### src/rtl/uart_wb_pkg.sv
// uart_wb_pkg: shared types and helpers for the UART Wishbone front-end.
//   wb_state_e     : front-end FSM state encoding.
//   DATA_W_*       : the supported Wishbone data widths (8, 32, 64).
//   SEL_W_MAX      : widest byte-select vector, used to size helper inputs.
//   sel_legal      : byte select is exactly one lane or all lanes.
//   onehot_to_lane : lane index of a one-hot byte select.
package uart_wb_pkg;

    typedef enum logic [1:0] {
        ST_IDLE  = 2'd0,
        ST_WAIT  = 2'd1,
        ST_ACK   = 2'd2,
        ST_DRAIN = 2'd3
    } wb_state_e;

    localparam int DATA_W_8  = 8;
    localparam int DATA_W_32 = 32;
    localparam int DATA_W_64 = 64;
    localparam int SEL_W_MAX = DATA_W_64 / 8;

    // Only the low sel_w bits are meaningful; a 1-lane bus is always legal.
    function automatic logic sel_legal(input logic [SEL_W_MAX-1:0] sel, input int sel_w);
        int ones = 0;
        for (int i = 0; i < SEL_W_MAX; i++)
            if (i < sel_w && sel[i]) ones++;
        if (sel_w <= 1) return 1'b1;
        return (ones == 1) || (ones == sel_w);
    endfunction

    function automatic int onehot_to_lane(input logic [SEL_W_MAX-1:0] oh);
        int lane = 0;
        for (int i = 0; i < SEL_W_MAX; i++)
            if (oh[i]) lane = i;
        return lane;
    endfunction

endpackage

### src/rtl/uart_wb_if_if.sv
// uart_wb_if_if: Wishbone classic bus bundle between the system bus and the
// UART front-end. Signal names are from the slave's point of view.
//   wb_cyc_i/wb_stb_i/wb_we_i : cycle, strobe, write enable
//   wb_adr_i/wb_sel_i/wb_dat_i: address, byte select, write data
//   wb_dat_o/wb_ack_o         : read data, acknowledge
//   wb_err_o                  : error response, present only with UART_WB_ERR_EN
interface uart_wb_if_if #(
    parameter int ADDR_W = 3,
    parameter int DATA_W = 32
);
    localparam int SEL_W = DATA_W / 8;

    logic              wb_cyc_i;
    logic              wb_stb_i;
    logic              wb_we_i;
    logic [ADDR_W-1:0] wb_adr_i;
    logic [SEL_W-1:0]  wb_sel_i;
    logic [DATA_W-1:0] wb_dat_i;
    logic [DATA_W-1:0] wb_dat_o;
    logic              wb_ack_o;
`ifdef UART_WB_ERR_EN
    logic              wb_err_o;
`endif

    modport slave (
        input  wb_cyc_i, wb_stb_i, wb_we_i, wb_adr_i, wb_sel_i, wb_dat_i,
        output wb_dat_o, wb_ack_o
`ifdef UART_WB_ERR_EN
        , output wb_err_o
`endif
    );

    modport master (
        output wb_cyc_i, wb_stb_i, wb_we_i, wb_adr_i, wb_sel_i, wb_dat_i,
        input  wb_dat_o, wb_ack_o
`ifdef UART_WB_ERR_EN
        , input wb_err_o
`endif
    );
endinterface

### src/rtl/uart_wb_lane_mux.sv
// uart_wb_lane_mux: combinational byte-lane steering.
//   sel_i   : byte select (assumed legal; all-ones maps writes to lane 0)
//   wdat_i  : Wishbone write word      -> wbyte_o : byte of the selected lane
//   rbyte_i : register read byte       -> rword_o : byte placed in its lane,
//   rwide_i : full-word read value        or rwide_i for an all-lanes select
// On an 8-bit bus the single lane is treated as a plain byte access.
module uart_wb_lane_mux
    import uart_wb_pkg::*;
#(
    parameter int DATA_W = 32
) (
    input  logic [DATA_W/8-1:0] sel_i,
    input  logic [DATA_W-1:0]   wdat_i,
    input  logic [7:0]          rbyte_i,
    input  logic [DATA_W-1:0]   rwide_i,
    output logic [7:0]          wbyte_o,
    output logic [DATA_W-1:0]   rword_o
);
    localparam int SEL_W = DATA_W / 8;

    logic [SEL_W_MAX-1:0]  sel_x;
    logic                  all_ones;
    int                    lane;
    logic [SEL_W-1:0][7:0] wl;
    logic [SEL_W-1:0][7:0] rl;

    assign wl = wdat_i;

    always_comb begin
        sel_x              = '0;
        sel_x[SEL_W-1:0]   = sel_i;
        all_ones           = (SEL_W > 1) && (&sel_i);
        lane               = all_ones ? 0 : onehot_to_lane(sel_x);
        wbyte_o            = '0;
        rl                 = '0;
        for (int i = 0; i < SEL_W; i++) begin
            if (i == lane) begin
                wbyte_o = wl[i];
                rl[i]   = rbyte_i;
            end
        end
        rword_o = all_ones ? rwide_i : rl;
    end
endmodule

### src/rtl/uart_wb_if.sv
// uart_wb_if: Wishbone classic slave front-end for the 8-bit UART register file.
//   clk, wb_rst_i : clock, asynchronous active-high reset
//   wb            : Wishbone slave bundle (uart_wb_if_if.slave)
//   reg_adr_o     : registered register address
//   reg_dat_o     : write byte steered from the selected lane
//   reg_dat_i     : read byte from the register file
//   reg_wide_i    : full-word read value for all-lanes selects
//   reg_we_o/re_o : one-cycle register write/read strobes
// Parameters: ADDR_W, DATA_W (8/32/64), WAIT_CYCLES (0..15).
// Build option UART_WB_ERR_EN: illegal byte selects answer with wb_err_o
// instead of wb_ack_o. Without it they are acked, reads return 0 and writes
// are dropped.
// Bus inputs are registered once; a transfer takes 3+WAIT_CYCLES cycles
// (strobe, optional wait, ack, drain).
module uart_wb_if
    import uart_wb_pkg::*;
#(
    parameter int ADDR_W      = 3,
    parameter int DATA_W      = 32,
    parameter int WAIT_CYCLES = 0
) (
    input  logic              clk,
    input  logic              wb_rst_i,
    uart_wb_if_if.slave       wb,
    output logic [ADDR_W-1:0] reg_adr_o,
    output logic [7:0]        reg_dat_o,
    input  logic [7:0]        reg_dat_i,
    input  logic [DATA_W-1:0] reg_wide_i,
    output logic              reg_we_o,
    output logic              reg_re_o
);
    localparam int         SEL_W   = DATA_W / 8;
    localparam logic [3:0] WAIT_LD = (WAIT_CYCLES > 0) ? 4'(WAIT_CYCLES - 1) : 4'd0;

    // Input stage
    logic              cyc_s_q, stb_s_q, we_s_q;
    logic [ADDR_W-1:0] adr_s_q;
    logic [SEL_W-1:0]  sel_s_q;
    logic [DATA_W-1:0] dat_s_q;

    // FSM and registered responses
    wb_state_e         state_q;
    logic [3:0]        cnt_q;
    logic              ack_q;
    logic [DATA_W-1:0] dat_o_q;
`ifdef UART_WB_ERR_EN
    logic              err_q;
`endif

    logic [SEL_W_MAX-1:0] sel_x;
    logic                 legal_d, start_d, to_ack_d;
    logic [DATA_W-1:0]    rword_d;

    always_ff @(posedge clk or posedge wb_rst_i) begin
        if (wb_rst_i) begin
            cyc_s_q <= 1'b0;
            stb_s_q <= 1'b0;
            we_s_q  <= 1'b0;
            adr_s_q <= '0;
            sel_s_q <= '0;
            dat_s_q <= '0;
        end else begin
            cyc_s_q <= wb.wb_cyc_i;
            stb_s_q <= wb.wb_stb_i;
            we_s_q  <= wb.wb_we_i;
            adr_s_q <= wb.wb_adr_i;
            sel_s_q <= wb.wb_sel_i;
            dat_s_q <= wb.wb_dat_i;
        end
    end

    uart_wb_lane_mux #(.DATA_W(DATA_W)) u_lane_mux (
        .sel_i   (sel_s_q),
        .wdat_i  (dat_s_q),
        .rbyte_i (reg_dat_i),
        .rwide_i (reg_wide_i),
        .wbyte_o (reg_dat_o),
        .rword_o (rword_d)
    );

    always_comb begin
        sel_x            = '0;
        sel_x[SEL_W-1:0] = sel_s_q;
        legal_d          = sel_legal(sel_x, SEL_W);
        start_d          = (state_q == ST_IDLE) && cyc_s_q && stb_s_q;
        // Edge on which the response is registered: straight from IDLE when
        // there are no wait states, else at the end of the countdown.
        to_ack_d         = (start_d && (WAIT_CYCLES == 0)) ||
                           ((state_q == ST_WAIT) && cyc_s_q && (cnt_q == 4'd0));
    end

    // Strobes fire only in the IDLE cycle that accepts the request, so a
    // stb still held during DRAIN cannot re-trigger them.
    assign reg_we_o  = start_d & legal_d & we_s_q;
    assign reg_re_o  = start_d & legal_d & ~we_s_q;
    assign reg_adr_o = adr_s_q;

    always_ff @(posedge clk or posedge wb_rst_i) begin
        if (wb_rst_i) begin
            state_q <= ST_IDLE;
            cnt_q   <= 4'd0;
            ack_q   <= 1'b0;
            dat_o_q <= '0;
`ifdef UART_WB_ERR_EN
            err_q   <= 1'b0;
`endif
        end else begin
            ack_q <= 1'b0;
`ifdef UART_WB_ERR_EN
            err_q <= 1'b0;
`endif
            case (state_q)
                ST_IDLE: begin
                    if (start_d) begin
                        if (WAIT_CYCLES > 0) begin
                            state_q <= ST_WAIT;
                            cnt_q   <= WAIT_LD;
                        end else begin
                            state_q <= ST_ACK;
                        end
                    end
                end
                ST_WAIT: begin
                    // Master abort: no response, an issued strobe stands.
                    if (!cyc_s_q)            state_q <= ST_IDLE;
                    else if (cnt_q == 4'd0)  state_q <= ST_ACK;
                    else                     cnt_q   <= cnt_q - 4'd1;
                end
                ST_ACK:   state_q <= ST_DRAIN;
                default:  state_q <= ST_IDLE;
            endcase

            if (to_ack_d) begin
`ifdef UART_WB_ERR_EN
                if (legal_d) begin
                    ack_q <= 1'b1;
                    if (!we_s_q) dat_o_q <= rword_d;
                end else begin
                    err_q <= 1'b1;
                end
`else
                ack_q <= 1'b1;
                if (!we_s_q) dat_o_q <= legal_d ? rword_d : '0;
`endif
            end
        end
    end

    assign wb.wb_ack_o = ack_q;
    assign wb.wb_dat_o = dat_o_q;
`ifdef UART_WB_ERR_EN
    assign wb.wb_err_o = err_q;
`endif
endmodule

### src/flat_wrapper.sv
// flat-port wrapper written by rule: the top's interface ports become plain ports
module uart_wb_if_flat import uart_wb_pkg::*;
#(
    parameter int ADDR_W      = 3,
    parameter int DATA_W      = 32,
    parameter int WAIT_CYCLES = 0
)
  (clk, wb_rst_i, reg_adr_o, reg_dat_o, reg_dat_i, reg_wide_i, reg_we_o, reg_re_o, wb_wb_cyc_i, wb_wb_stb_i, wb_wb_we_i, wb_wb_adr_i, wb_wb_sel_i, wb_wb_dat_i, wb_wb_dat_o, wb_wb_ack_o);
  uart_wb_if_if #(.ADDR_W(ADDR_W), .DATA_W(DATA_W)) wb_i ();
  input  logic clk;
  input  logic wb_rst_i;
  output logic [ADDR_W-1:0] reg_adr_o;
  output logic [7:0] reg_dat_o;
  input  logic [7:0] reg_dat_i;
  input  logic [DATA_W-1:0] reg_wide_i;
  output logic reg_we_o;
  output logic reg_re_o;
  input wire logic [$bits(wb_i.wb_cyc_i)-1:0] wb_wb_cyc_i;
  input wire logic [$bits(wb_i.wb_stb_i)-1:0] wb_wb_stb_i;
  input wire logic [$bits(wb_i.wb_we_i)-1:0] wb_wb_we_i;
  input wire logic [$bits(wb_i.wb_adr_i)-1:0] wb_wb_adr_i;
  input wire logic [$bits(wb_i.wb_sel_i)-1:0] wb_wb_sel_i;
  input wire logic [$bits(wb_i.wb_dat_i)-1:0] wb_wb_dat_i;
  output wire logic [$bits(wb_i.wb_dat_o)-1:0] wb_wb_dat_o;
  output wire logic [$bits(wb_i.wb_ack_o)-1:0] wb_wb_ack_o;
  assign wb_i.wb_cyc_i = wb_wb_cyc_i;
  assign wb_i.wb_stb_i = wb_wb_stb_i;
  assign wb_i.wb_we_i = wb_wb_we_i;
  assign wb_i.wb_adr_i = wb_wb_adr_i;
  assign wb_i.wb_sel_i = wb_wb_sel_i;
  assign wb_i.wb_dat_i = wb_wb_dat_i;
  assign wb_wb_dat_o = wb_i.wb_dat_o;
  assign wb_wb_ack_o = wb_i.wb_ack_o;
  uart_wb_if #(.ADDR_W(ADDR_W), .DATA_W(DATA_W), .WAIT_CYCLES(WAIT_CYCLES)) u_core (.clk(clk), .wb_rst_i(wb_rst_i), .wb(wb_i), .reg_adr_o(reg_adr_o), .reg_dat_o(reg_dat_o), .reg_dat_i(reg_dat_i), .reg_wide_i(reg_wide_i), .reg_we_o(reg_we_o), .reg_re_o(reg_re_o));
endmodule
### config.mk
export PLATFORM = sky130hd
export DESIGN_NAME = uart_wb_if_flat
export DESIGN_NICKNAME = d
export VERILOG_FILES = /design/src/rtl/uart_wb_pkg.sv /design/src/rtl/uart_wb_if_if.sv /design/src/rtl/uart_wb_lane_mux.sv /design/src/rtl/uart_wb_if.sv /design/src/flat_wrapper.sv
export SDC_FILE = /design/constraint.sdc
export NUM_CORES = 1
export LEC_CHECK = 0
export CAP_MARGIN = 20
export CORE_MARGIN = 2
export CORE_UTILIZATION = 30
export CTS_CLUSTER_DIAMETER = 80
export CTS_CLUSTER_SIZE = 14
export DETAILED_ROUTE_END_ITERATION = 12
export PLACE_DENSITY = 0.56
export SYNTH_ARGS = -nofsm -noshare
export SYNTH_HDL_FRONTEND = slang
export SYNTH_SLANG_ARGS = --single-unit
export TNS_END_PERCENT = 20
### constraint.sdc
create_clock -name clk -period 3.2 [get_ports clk]
set_clock_uncertainty 0.1 [all_clocks]
set_input_delay 0.48 -clock clk [delete_from_list [all_inputs] [get_ports clk]]
set_output_delay 0.48 -clock clk [all_outputs]
set_load 0.01 [all_outputs]
==> metrics.md <==
| Metric | Value |
|---|---|
| Status | completed |
| WL final | 10100 µm |
| Most common cell after layout, fill and taps aside | clkdlybuf4s50_1 |
| Worst hold path type | flop to flop |
| Max_slew headroom | 0.564 |
| Hold buffer count at cts | 0 |
| Max cap viols | 0 |
| Vias per cell | 4.94 |
| DR iter-0 viols | 132 |
| DRT Pass-1 Iters | 4 |
| Die Span X | 114 µm |
| Top-Level Pins | 130 |
| Fin. Hold Viols | 0 |
| Die area | 13000 µm² |
| CP delay by family, top | adder cells |
| Fin cells | 601 |
| Dpl hpwl | 7290 µm |
| #FFs+latches synth | 81 |
| Remaining DRCs | 0 |
| Pin count of the biggest net entering global routing | 51 |
| Via Count | 2967 |
| Post-CTS setup buffer count | 0 |
| CTS root buf | clkbuf_16 |
| Ys Warns | 0 |
| CP Cell Sequence | inv_1 > ha_1 > xor2_1 > ha_1 > nor2b_1 > o2111a_2 > a221oi_4 > nor3b_2 > dlygate4sd2_1 |
| Sequential share of the synthesized area | 0.558 |
| Post-Syn Area | 3630 µm² |
| CTS tree | built |
| Max-slew violation count | 0 |
| WL/cell | 16.8 µm |
| P per Cell Area | 622 nW/µm² |
| GPL Wtd Cong | 0.772 |
| Core Util, Final | 0.453 |
| Post-synthesis cell type count | 48 |
| Post-synthesis net count | 407 |
| Largest cells by area after synthesis | dfrtp_1, o21ai_0, a221oi_1 |
| R2R depth | 9 |
| Initial core utilization | 0.305 |
| CP Class | flop to primary output |
| Worst slew pin tran | 0.654 ns |
| Tmin final | 3.04 ns |
| Antenna violations before repair | 0 |
| CTS Buffer Depth | 2 |
| Port Buffers | 129 |
| Worst flop-to-flop path endpoint | u_core.wb.wb_dat_o[14] |
| Required time of the critical path | 2.62 ns |
| Die height | 114 µm |
| Worst skew pair latency | 0.33 ns |
| Diode count | 0 |
| Leakage | 0.00223 µW |
| Post-place instance area | 5100 µm² |
| Slowest stage cell, crit path | dfrtp_1 |
| GRT overflow | 0 |
| CP endpoint kind | primary output |
| H-tree depth | 3 |
| Vias in the first global route | 2952 |
| Reg2Reg Setup Slack | 0.80 ns |
| Num rows | 40 |
| Commonest cells after routing, fill and taps aside | clkdlybuf4s50_1, dfrtp_1, o21ai_0, nand2_1 |
| Post-Syn Instances | 319 |
| Post-route cell area | 5390 µm² |
| Synth Flop Type | dfrtp_1 |
| Worst Hold Path EP | u_core.wb.wb_dat_o[19] |
| Layout overhead on the synthesized area | 48.4% |
| First-pass GRT wire length | 15800 µm |
| Ys async rst share | 1.00 |
| Dpl cells | 585 |
| Clk slew on worst S/H paths | 0.06 ns |
| Share of the synthesized area in the top cell type | 0.558 |
| Nets@finish | 537 |
| Max rail drop VDD | 254 µV |
| Crit-path most repeated cell | ha_1 |
| Arr. time, crit path | 2.46 ns |
| Global Route Usage Sum | 0.158 |
| Clock sinks | 81 |
| Final worst-path cycle share | 0.951 |
| Hold path depth | 2 |
| CP Launch Type | flop |
| Final Setup Violations | 0 |
| Core box area | 11900 µm² |
| Share of cells above drive strength 1 | 0.130 |
| Number of synthesized flops with an enable pin | 0 |
| Total power | 3350 µW |
| Peak Freq | 0.329 GHz |
| TritonCTS buffer count | 9 |
| Synthesized area per cell | 11.4 µm² |
| Max FO, Critical Path | 3 |
| Worst hold path startpoint | u_core.wb.wb_dat_o[19] |
| Reg2reg start | u_core.sel_s_q[1] |
| Crit-path max cell delay | 0.37 ns |
| Cell taking the most area after synthesis | dfrtp_1 |
| CP bufs+invs | 2 |
| Antenna Nets Post-Route | 0 |
cell usage after synthesis (2+ instances only):
library cell,count
nand2b_1,9
nor3_2,2
mux2_2,8
inv_1,8
ha_1,4
clkbuf_1,6
dfrtp_1,81
a211oi_1,8
nand2_1,29
buf_2,11
a221oi_1,16
o211ai_1,9
a22o_1,8
a21oi_1,17
xor2_1,2
a211oi_2,8
nand4b_1,8
nor3_1,2
nor2_1,17
and3_1,8
buf_4,3
o21ai_0,29
worst reg2reg max path, delay by kind of cell, from the launching register on:
kind	cells	cell delay, ns
adders and majority gates	2	0.63
AOI/OAI and AO/OA	3	0.53
buffers and inverters	2	0.40
DFF	1	0.37
xor gates and xnor gates	1	0.18
and+or+nand+nor	1	0.07
routing by layer:
layer / vias to the layer above / track usage / wire [µm]
met5: - / 0 / 0
met4: 0 / 0.0480 / 119
met3: 9 / 0.0625 / 845
met2: 100 / 0.258 / 4900
met1: 1433 / 0.195 / 4220
li1: 1425 / - / -
state kept, by name, summed over array words and instances (netlist names):
register            flops
u_core.cnt_q            4
u_core.cyc_s_q          1
u_core.dat_s_q         32
u_core.reg_adr_o        3
u_core.sel_s_q          4
u_core.state_q          2
u_core.stb_s_q          1
u_core.wb.wb_ack_o      1
u_core.wb.wb_dat_o     32
u_core.we_s_q           1
kinds of logic (layout without fill, tap and decap cells):
group | after synthesis | in the layout | synth area share
adders and majority gates | 4 | 4 | 0.0138
buffers and inverters | 31 | 166 | 0.0413
xor gates and xnor gates | 3 | 3 | 0.00723
DFF | 81 | 81 | 0.558
muxes | 10 | 10 | 0.0313
AOI/OAI and AO/OA | 103 | 103 | 0.211
and+or+nand+nor | 87 | 87 | 0.137
worst max path at each step:
stage                     depth (start not counted)  slack (ns)               from            to
after floorplan                                  11        0.21  u_core.sel_s_q[2]      reg_re_o
after global placement                            9        0.26  u_core.sel_s_q[1]      reg_we_o
after detailed placement                          9        0.19  u_core.sel_s_q[1]      reg_we_o
after CTS                                         7        0.10  u_core.sel_s_q[1]  reg_dat_o[0]
after global routing                             10      -0.009  u_core.sel_s_q[1]      reg_we_o
final                                             9        0.16  u_core.sel_s_q[1]      reg_we_o
power breakdown:
| part | internal [µW] | leakage [µW] | total, µW | switching [µW] |
|---|---|---|---|---|
| sequential | 1210 | 0.00100 | 1320 | 110 |
| combinational | 571 | 0.00108 | 1020 | 445 |
| clock | 624 | 0.000144 | 1010 | 387 |
| total | 2410 | 0.00223 | 3350 | 942 |
area by class of cell:
type	instances	area [µm²]
Inverter	9	35.0
Timing Repair Buffer	141	1400
Clock buffer	13	250
Clock inverter	3	40.0
Tap cell	147	184
Multi-Input combinational cell	207	1460
Sequential cell	81	2030
Fill cell	1144	6520
through the flow:
stage               hold slack, ns  TNS [ns]  worst slack, ns
floorplan                    0.368         0            0.206
global placement             0.362         0            0.260
detailed placement           0.378         0            0.186
CTS                          0.391         0            0.104
global route                 0.412  -0.00922         -0.00922
finish                       0.386         0            0.158
repair_timing:
action,CTS,global route
pin swaps,1,0
gates cloned,0,0
gates resized for setup,4,2
endpoints found under the setup margin,3,7
Power figures use the tool's default switching activity.
